--- src/rtl/prewish_pkg.sv ---
// Shared definitions for the prewish bus arbiters: FSM state encoding,
// requester limit and data width.
package prewish_pkg;

    // Largest requester count any prewish arbiter supports.
    localparam int PREWISH_MAX_REQ = 4;

    // Width of the pattern-load data bus into prewish_blinky.
    localparam int PREWISH_DAT_W = 8;

    // Width of a requester index / round-robin pointer.
    localparam int PREWISH_IDX_W = $clog2(PREWISH_MAX_REQ);

    // Arbiter FSM states.
    typedef enum logic [1:0] {
        ARB_IDLE  = 2'd0,
        ARB_GRANT = 2'd1,
        ARB_HOLD  = 2'd2
    } prewish_arb_state_t;

endpackage : prewish_pkg

--- src/rtl/prewish_rr_pick.sv ---
// Combinational round-robin picker. The search starts at pointer ptr and
// walks upward modulo NUM_REQ; the first asserted request wins. ptr must be
// below NUM_REQ (larger values are never produced by the arbiters).
module prewish_rr_pick
    import prewish_pkg::*;
#(
    parameter int NUM_REQ = 2
) (
    input  logic [NUM_REQ-1:0]       req,
    input  logic [PREWISH_IDX_W-1:0] ptr,
    output logic                     valid,
    output logic [PREWISH_IDX_W-1:0] idx
);

    logic [PREWISH_MAX_REQ-1:0] req_ext;
    logic [PREWISH_IDX_W:0]     pos;

    assign req_ext = PREWISH_MAX_REQ'(req);

    // Scan from the farthest offset down to offset 0 so the closest
    // asserted request to the pointer is the one left in idx.
    always_comb begin
        valid = 1'b0;
        idx   = '0;
        pos   = '0;
        for (int k = NUM_REQ - 1; k >= 0; k--) begin
            pos = {1'b0, ptr} + (PREWISH_IDX_W + 1)'(k);
            if (pos >= (PREWISH_IDX_W + 1)'(NUM_REQ)) begin
                pos = pos - (PREWISH_IDX_W + 1)'(NUM_REQ);
            end
            if (req_ext[pos[PREWISH_IDX_W-1:0]]) begin
                valid = 1'b1;
                idx   = pos[PREWISH_IDX_W-1:0];
            end
        end
    end

endmodule : prewish_rr_pick

--- src/rtl/prewish_strobe_arb.sv ---
// Arbiter sharing the prewish_blinky pattern-load bus (STB + 8-bit DAT)
// between NUM_REQ requesters. Each grant becomes a one-cycle strobe followed
// by HOLDOFF_CYCLES idle cycles during which all requests are ignored.
//
// Handshake: a requester holds STB_I[n] high with stable DAT_I[n] until it
// sees its one-cycle ACK_O[n]; that ACK coincides with STB_O carrying its
// data. A request dropped before the arbiter samples it in IDLE is simply
// never granted.
//
// Build option: define PREWISH_ARB_FIXED_PRIO_EN for fixed priority
// (requester 0 highest, pointer tied to 0); otherwise round-robin.
// DBG_STATE_O exposes the FSM state for observation.
module prewish_strobe_arb
    import prewish_pkg::*;
#(
    parameter int NUM_REQ        = 2,
    parameter int HOLDOFF_CYCLES = 8
) (
    input  logic                               CLK_I,
    input  logic                               RST_N_I,
    input  logic [NUM_REQ-1:0]                 STB_I,
    input  logic [PREWISH_DAT_W*NUM_REQ-1:0]   DAT_I,
    output logic [NUM_REQ-1:0]                 ACK_O,
    output logic                               STB_O,
    output logic [PREWISH_DAT_W-1:0]           DAT_O,
    output logic [1:0]                         GNT_O,
    output logic                               BUSY_O,
    output prewish_arb_state_t                 DBG_STATE_O
);

    localparam int CNT_W = (HOLDOFF_CYCLES < 1) ? 1 : $clog2(HOLDOFF_CYCLES + 1);
    localparam logic [CNT_W-1:0] HOLD_LOAD = CNT_W'(HOLDOFF_CYCLES);

    prewish_arb_state_t              state_q, state_d;
    logic [CNT_W-1:0]                cnt_q, cnt_d;
    logic                            stb_d;
    logic [NUM_REQ-1:0]              ack_d;
    logic [PREWISH_DAT_W-1:0]        dat_d;
    logic [1:0]                      gnt_d;
    logic [PREWISH_IDX_W-1:0]        ptr_q;
    logic                            pick_valid;
    logic [PREWISH_IDX_W-1:0]        pick_idx;
    logic [PREWISH_MAX_REQ-1:0]      ack_full;
    logic [PREWISH_DAT_W*PREWISH_MAX_REQ-1:0] dat_ext;
    logic [PREWISH_DAT_W-1:0]        dat_sel;

    prewish_rr_pick #(
        .NUM_REQ (NUM_REQ)
    ) u_pick (
        .req   (STB_I),
        .ptr   (ptr_q),
        .valid (pick_valid),
        .idx   (pick_idx)
    );

    // Winner's data and one-hot ACK, derived from the picked index.
    assign dat_ext  = (PREWISH_DAT_W * PREWISH_MAX_REQ)'(DAT_I);
    assign dat_sel  = dat_ext[{pick_idx, 3'b000} +: PREWISH_DAT_W];
    assign ack_full = PREWISH_MAX_REQ'(1) << pick_idx;

`ifdef PREWISH_ARB_FIXED_PRIO_EN
    // Fixed priority: the search always starts at requester 0.
    assign ptr_q = '0;
`else
    logic [PREWISH_IDX_W-1:0] ptr_d;

    // Advance the pointer past the winner on every grant issued from IDLE.
    always_comb begin
        ptr_d = ptr_q;
        if (state_q == ARB_IDLE && pick_valid) begin
            if (pick_idx == PREWISH_IDX_W'(NUM_REQ - 1)) begin
                ptr_d = '0;
            end else begin
                ptr_d = pick_idx + PREWISH_IDX_W'(1);
            end
        end
    end

    // Round-robin pointer register.
    always_ff @(posedge CLK_I or negedge RST_N_I) begin
        if (!RST_N_I) begin
            ptr_q <= '0;
        end else begin
            ptr_q <= ptr_d;
        end
    end
`endif

    // Next-state, counter and registered-output logic.
    always_comb begin
        state_d = state_q;
        cnt_d   = cnt_q;
        stb_d   = 1'b0;
        ack_d   = '0;
        dat_d   = DAT_O;
        gnt_d   = GNT_O;
        case (state_q)
            ARB_IDLE: begin
                if (pick_valid) begin
                    stb_d   = 1'b1;
                    ack_d   = ack_full[NUM_REQ-1:0];
                    dat_d   = dat_sel;
                    gnt_d   = 2'(pick_idx);
                    state_d = ARB_GRANT;
                end
            end
            ARB_GRANT: begin
                cnt_d   = HOLD_LOAD;
                state_d = (HOLDOFF_CYCLES == 0) ? ARB_IDLE : ARB_HOLD;
            end
            ARB_HOLD: begin
                if (cnt_q != '0) begin
                    cnt_d = cnt_q - CNT_W'(1);
                end
                if (cnt_q <= CNT_W'(1)) begin
                    state_d = ARB_IDLE;
                end
            end
            default: begin
                state_d = ARB_IDLE;
            end
        endcase
    end

    // State, counter and output registers; all cleared asynchronously.
    always_ff @(posedge CLK_I or negedge RST_N_I) begin
        if (!RST_N_I) begin
            state_q <= ARB_IDLE;
            cnt_q   <= '0;
            STB_O   <= 1'b0;
            ACK_O   <= '0;
            DAT_O   <= '0;
            GNT_O   <= '0;
        end else begin
            state_q <= state_d;
            cnt_q   <= cnt_d;
            STB_O   <= stb_d;
            ACK_O   <= ack_d;
            DAT_O   <= dat_d;
            GNT_O   <= gnt_d;
        end
    end

    assign BUSY_O      = (state_q != ARB_IDLE);
    assign DBG_STATE_O = state_q;

endmodule : prewish_strobe_arb

--- config.mk ---
export PLATFORM = sky130hd
export DESIGN_NAME = prewish_strobe_arb
export DESIGN_NICKNAME = d
export VERILOG_FILES = /design/src/rtl/prewish_pkg.sv /design/src/rtl/prewish_rr_pick.sv /design/src/rtl/prewish_strobe_arb.sv
export SDC_FILE = /design/constraint.sdc
export NUM_CORES = 1
export LEC_CHECK = 0
export BUFFER_PORTS_ARGS = -buffer_cell sky130_fd_sc_hd__buf_2
export CAP_MARGIN = 20
export CORE_MARGIN = 4
export CORE_UTILIZATION = 46
export DETAILED_ROUTE_END_ITERATION = 16
export PLACE_DENSITY = 0.81
export SLEW_MARGIN = 30
export SYNTH_ARGS = -nofsm -noshare
export SYNTH_HDL_FRONTEND = slang
export SYNTH_SLANG_ARGS = --single-unit
--- constraint.sdc ---
create_clock -name CLK_I -period 3.2 [get_ports CLK_I]
set_input_delay 0 -clock CLK_I [delete_from_list [all_inputs] [get_ports CLK_I]]
set_output_delay 0 -clock CLK_I [all_outputs]
set_load 0.01 [all_outputs]
== Word-level counts from Yosys, hierarchy flattened ==
Index checks and enable logic that the tools add are counted.

* Flip-flop bits (word level): 21
* Latch bits: 0
* Bits in writable memories: 0
* Bits in read-only memories: 0
* Bits of input ports: 20
* Output and inout port bits: 16
* Memories: 0

* Add/sub/neg operators: 5
* Multiply operators: 0
* Div/mod/pow operators: 0
* Magnitude comparators: 5
* Eq/ne operators: 6
* Shift-type cells: 2
* Multiplexer cells: 20
* Bitwise logic cells: 0
* Reduce and logical (&&, ||, !) cells: 8

{| class="wikitable"
|+ Operators by type and width
! kind !! count
|-
| $shiftx 32x6->8 || 1
|-
| $mux 2 || 9
|-
| $pmux 4 s2 || 1
|-
| $lt 2x3->1 const B || 2
|-
| $mux 1 || 6
|-
| $ne 2x2->1 const B || 3
|-
| $pmux 2 s3 || 1
|-
| $reduce_and 2->1 || 3
|-
| $bmux 1 s2 || 2
|-
| $eq 2x1->1 const B || 2
|-
| $le 4x1->1 const B || 1
|-
| $mux 4 || 1
|-
| $reduce_bool 2->1 || 2
|-
| $reduce_bool 4->1 || 1
|-
| $sub 2x2->2 const B || 2
|-
| $sub 4x1->4 const B || 1
|-
| $add 2x1->3 const B || 1
|-
| $ge 3x2->1 const B || 1
|-
| $add 2x1->2 const B || 1
|-
| $eq 2x2->1 const B || 1
|-
| $ge 2x2->1 const B || 1
|-
| $logic_not 2->1 || 1
|-
| $shl 1x2->2 const A || 1
|-
| $logic_and 1x1->1 || 1
|}

== Depth between registers and ports, before layout ==
* Word-level depth: 10
* Mapped depth: 5
* Mapped depth without buffers: 5

== Hierarchy ==
A second synthesis with hierarchy kept.

* Cell total of the unflattened synthesis: 99
* Area total of the unflattened synthesis: 1069.8 µm²

{| class="wikitable"
|+ By module, submodules not included
! module !! times used !! cells each !! area an instance (µm²) !! sequential area each (µm²)
|-
| prewish_strobe_arb || 1 || 93 || 1036.0 || 525.5
|-
| prewish_rr_pick || 1 || 6 || 33.8 || 0.0
|}

== Worst setup path after synthesis ==
No wires, ideal clock.

* Path type: register -> register
* From: reg state_q[1], in the netlist DBG_STATE_O[1]
* To: reg cnt_q[3]
* Setup time: 0.126 ns
* Data arrival time: 1.324 ns
* Data required time: 3.074 ns
* Setup slack: 1.750 ns
* Stages on the path, launching flop included: 5
* Buffers on the path: 1
* Clock period less this slack: 1.450 ns
* Path through: dfrtp_1 buf_6 inv_2 or4_1 a221o_1

* Word-level cells in the longest chain between the ends: 3
* Elaborated cells on any way between the ends: 6
* Classes of those cells: eq/ne: 3; mux: 1; reduce/logical: 2

{| class="wikitable"
|+ Ends and longest elaborated chain
! what !! line !! RTL
|-
| from (decl) || prewish_strobe_arb.sv:34 || <nowiki>prewish_arb_state_t state_q, state_d;</nowiki>
|-
| from (signal assigned) || prewish_strobe_arb.sv:135 || <nowiki>state_q <= state_d;</nowiki>
|-
| $eq 2x2->1 / $eq 2x1->1 (equally long branches) || prewish_strobe_arb.sv:97 || <nowiki>case (state_q)</nowiki>
|-
| $ne 2x2->1 (no line) / $reduce_bool 2->1 (equally long branches) || - ||
|-
| $reduce_and 2->1 (no line) || - ||
|-
| to (signal assigned) || prewish_strobe_arb.sv:136 || <nowiki>cnt_q <= cnt_d;</nowiki>
|-
| to (decl) || prewish_strobe_arb.sv:35 || <nowiki>logic [CNT_W-1:0] cnt_q, cnt_d;</nowiki>
|}

Several ways; a longest one is shown, not always the timed one.
A chain may end at the register's enable or synchronous reset.

== Worst setup path in the final report ==
* From: reg state_q[0], in the netlist DBG_STATE_O[0]
* To: reg DAT_O[5]

* Word-level cells in the longest chain between the ends: 2

{| class="wikitable"
|+ Ends and longest elaborated chain
! what !! line !! RTL
|-
| $logic_not 2->1 || prewish_strobe_arb.sv:97 ||
|-
| $reduce_and 2->1 (no line) || - ||
|-
| to (signal assigned) || prewish_strobe_arb.sv:139 || <nowiki>DAT_O <= dat_d;</nowiki>
|-
| to (decl) || prewish_strobe_arb.sv:25 || <nowiki>output logic [PREWISH_DAT_W-1:0] DAT_O,</nowiki>
|}

No other way between the ends.

==> impl_metrics.toml <==
[global_route]
grt_max_degree = 22
grt-ovfl-total = 0
grt_pass1_vias = 831
grt_pass1_wl_mm = 3.84
track_usage_pct = 18.3
antenna_found_initial = 0

[clock_network]
clock_sinks = 21
clockBufferDepth = 2
cts_max_level = 1
cts_buffers = 3
clkTransAtPathRegs_ps = 120
cts-root-buf = "clkbuf_4"
clk_latency_ps = 300
cts_tree = "built"
cts-resized-gates = 0

[floorplanning]
pin_count = 36
die_h_um = 54.0
die_area_mm2 = 0.00291
start_util_pct = 49.1
die_w_um = 54.0
core_region_area_mm2 = 0.00198
num_rows = 16

[drt]
detail-route-antenna-nets = 0
vias_per_cell = 5.38
vias = 844
dr.pass1.iters = 4
drt-initial-drc-count = 22
drc = 0
wl_per_cell_um = 14.8
wl_mm = 2.33

[timing]
relSlewSlack_pct = 40.7
rsz0062_at_grt = "no"
setup_viol = 0
fmax_mhz = 620
finalMaxSlewViolations = 0
fin_crit_ps = 1610
fin_setup_tns_ps = 0
fin_crit_sh_pct = 50.4
finClkSkew_ps = 8.98
worstMarginPinSlew_ps = 883
final_hold_viol_count = 0

[synthesis]
synthFlopType = "dfrtp_1"
yosys_warnings = 0
syn_area_um2 = 972
async_flop_share_pct = 100
synth_compound_area_share_pct = 19.6
synth_mux_area_share_pct = 0
synth_cell_type_count = 27
synth-simple-area-share_pct = 16.7
netlist_instances = 86
synth-edff-count = 0
yosysSeqAreaShare_pct = 54.1
synth_xor_area_share_pct = 0
ys_ff_latch = 21
syn_nets = 109
syn-mean-instance-area_um2 = 11.3
synth_top_family_by_area = "compound AO/OA/AOI/OAI gates"
synth_adder_area_share_pct = 3.86

[pwr]
ir_drop_uv = 516
p_leak_nw = 0.679
p_total_w = 0.00112
p_per_area_mw_per_mm2 = 877

[final_layout]
stdcell_area_mm2 = 0.00127
multi_input_area_um2 = 390
final_common_cell = "buf_2"
register_area_um2 = 526
fillers = 157
drive_gt1_share_pct = 31.5
syn_to_final_growth_pct = 30.9
finalNonFillerCells = 157
fin_nets = 154
mostFrequentLayoutCells = "35 x buf_2, 21 x dfrtp_1, 10 x and3_1"
diodes = 0

[placed_design]
hpwlAfterDp_mm = 1.61
place_inst = 144
port_buffers = 35
placed_area_mm2 = 0.00115
gp_congestion = 0.749

[flow_run]
drv_cap = 0

[setup_path]
max_stage_delay_ps = 510
cp_cell_sequence = "nor2_1 -> o21ai_1 -> a221o_1"
critPathBufInv = 0
cp_slowest_cell = "dfrtp_1"
path_class = "reg -> reg"
worstPathRequired_ps = 3390
critPathLaunchType = "flip-flop"
arrival_ps = 1800
rrSetupSlack_ps = 1590
crit_fanout = 14
end_kind = "flip-flop"
cp_top_family = "compound AO/OA/AOI/OAI gates"

[run_status]
outcome = "complete, no violations"

[min_path]
min_path_type = "in -> reg"
[final timing paths]
path | start | end | depth (start not counted)
max in group asynchronous | RST_N_I | cnt_q[2]$_DFFE_PN0P_ | 2
worst min-delay path | DAT_I[15] | DAT_O[7]$_DFFE_PN0P_ | 3
worst max-delay path | DBG_STATE_O[0]$_DFFE_PN0P_ | DAT_O[5]$_DFFE_PN0P_ | 3
min in group asynchronous | RST_N_I | DAT_O[2]$_DFFE_PN0P_ | 2
worst max register to register | DBG_STATE_O[0]$_DFFE_PN0P_ | DAT_O[5]$_DFFE_PN0P_ | 3
worst min register to register | GNT_O[1]$_DFFE_PN0P_ | GNT_O[1]$_DFFE_PN0P_ | 1
[synthesized netlist by cell type, drive strengths merged (2+ instances only)]
library cell,instances,area (µm²)
and2,2,12.5
or4,2,15.0
nand2b,2,12.5
nand2,3,11.3
inv,8,30.0
a22o,3,26.3
nor3b,3,22.5
ha,3,37.5
dfrtp,21,526
and3,10,62.6
nor2,2,7.51
a221o,9,90.1
o21ai,4,20.0
buf,4,26.3
[worst reg2reg max path: cells and delay by family (launching register included)]
kind | cells | cell delay (ps)
simple gates | 1 | 250
compound gates | 2 | 750
flops | 1 | 510
[cell families (layout without fill, tap and decap cells)]
| family | count (synthesis) | count (layout) |
|---|---|---|
| buf+inv | 12 | 56 |
| flops | 21 | 21 |
| fa+ha+maj | 3 | 3 |
| compound gates | 23 | 23 |
| simple gates | 27 | 27 |
[registers in the layout (all words and copies together) (netlist names)]
name,flops
cnt_q,4
ptr_q,2
GNT_O,2
STB_O,1
DBG_STATE_O,2
ACK_O,2
DAT_O,8
[report_power, final]
part           internal, W  switching [W]  total [W]
logic             0.000253       0.000256   0.000509
clock network    0.0000465      0.0000769   0.000123
registers         0.000375       0.000108   0.000483
[repair_timing]
item | CTS | global route
setup buffers | 0 | 0
endpoints found under the setup margin | 0 | 0
hold buffers | 9 | 0
endpoints found under the hold margin | 29 | 0
[cell type report]
class	count	area share (%)
multi-input cells	53	30.7
inverters	8	2.36
flip-flops and latches	21	41.3
repair buffers	44	20.8
clock buffers	3	1.77
well taps	27	2.65
clock inverters	1	0.393
[metrics by stage]
stage,worst slack [ps],utilization [%],hold WS (ps)
floorplan,1750,-,-296
global placement,1710,58.3,-33.9
detailed placement,1600,58.3,-23.2
CTS,1590,64.2,6.25
global route,1450,64.2,14.7
finish,1590,64.2,12.5
[per-layer routing]
metal / GRT usage (%) / vias up / routed length, µm
li1: - / 405 / -
met1: 22.8 / 408 / 954
met2: 31.0 / 29 / 1210
met3: 6.37 / 2 / 141
met4: 2.90 / 0 / 27
met5: 0 / - / 0
No activity file was read; power rests on OpenSTA's default activity.
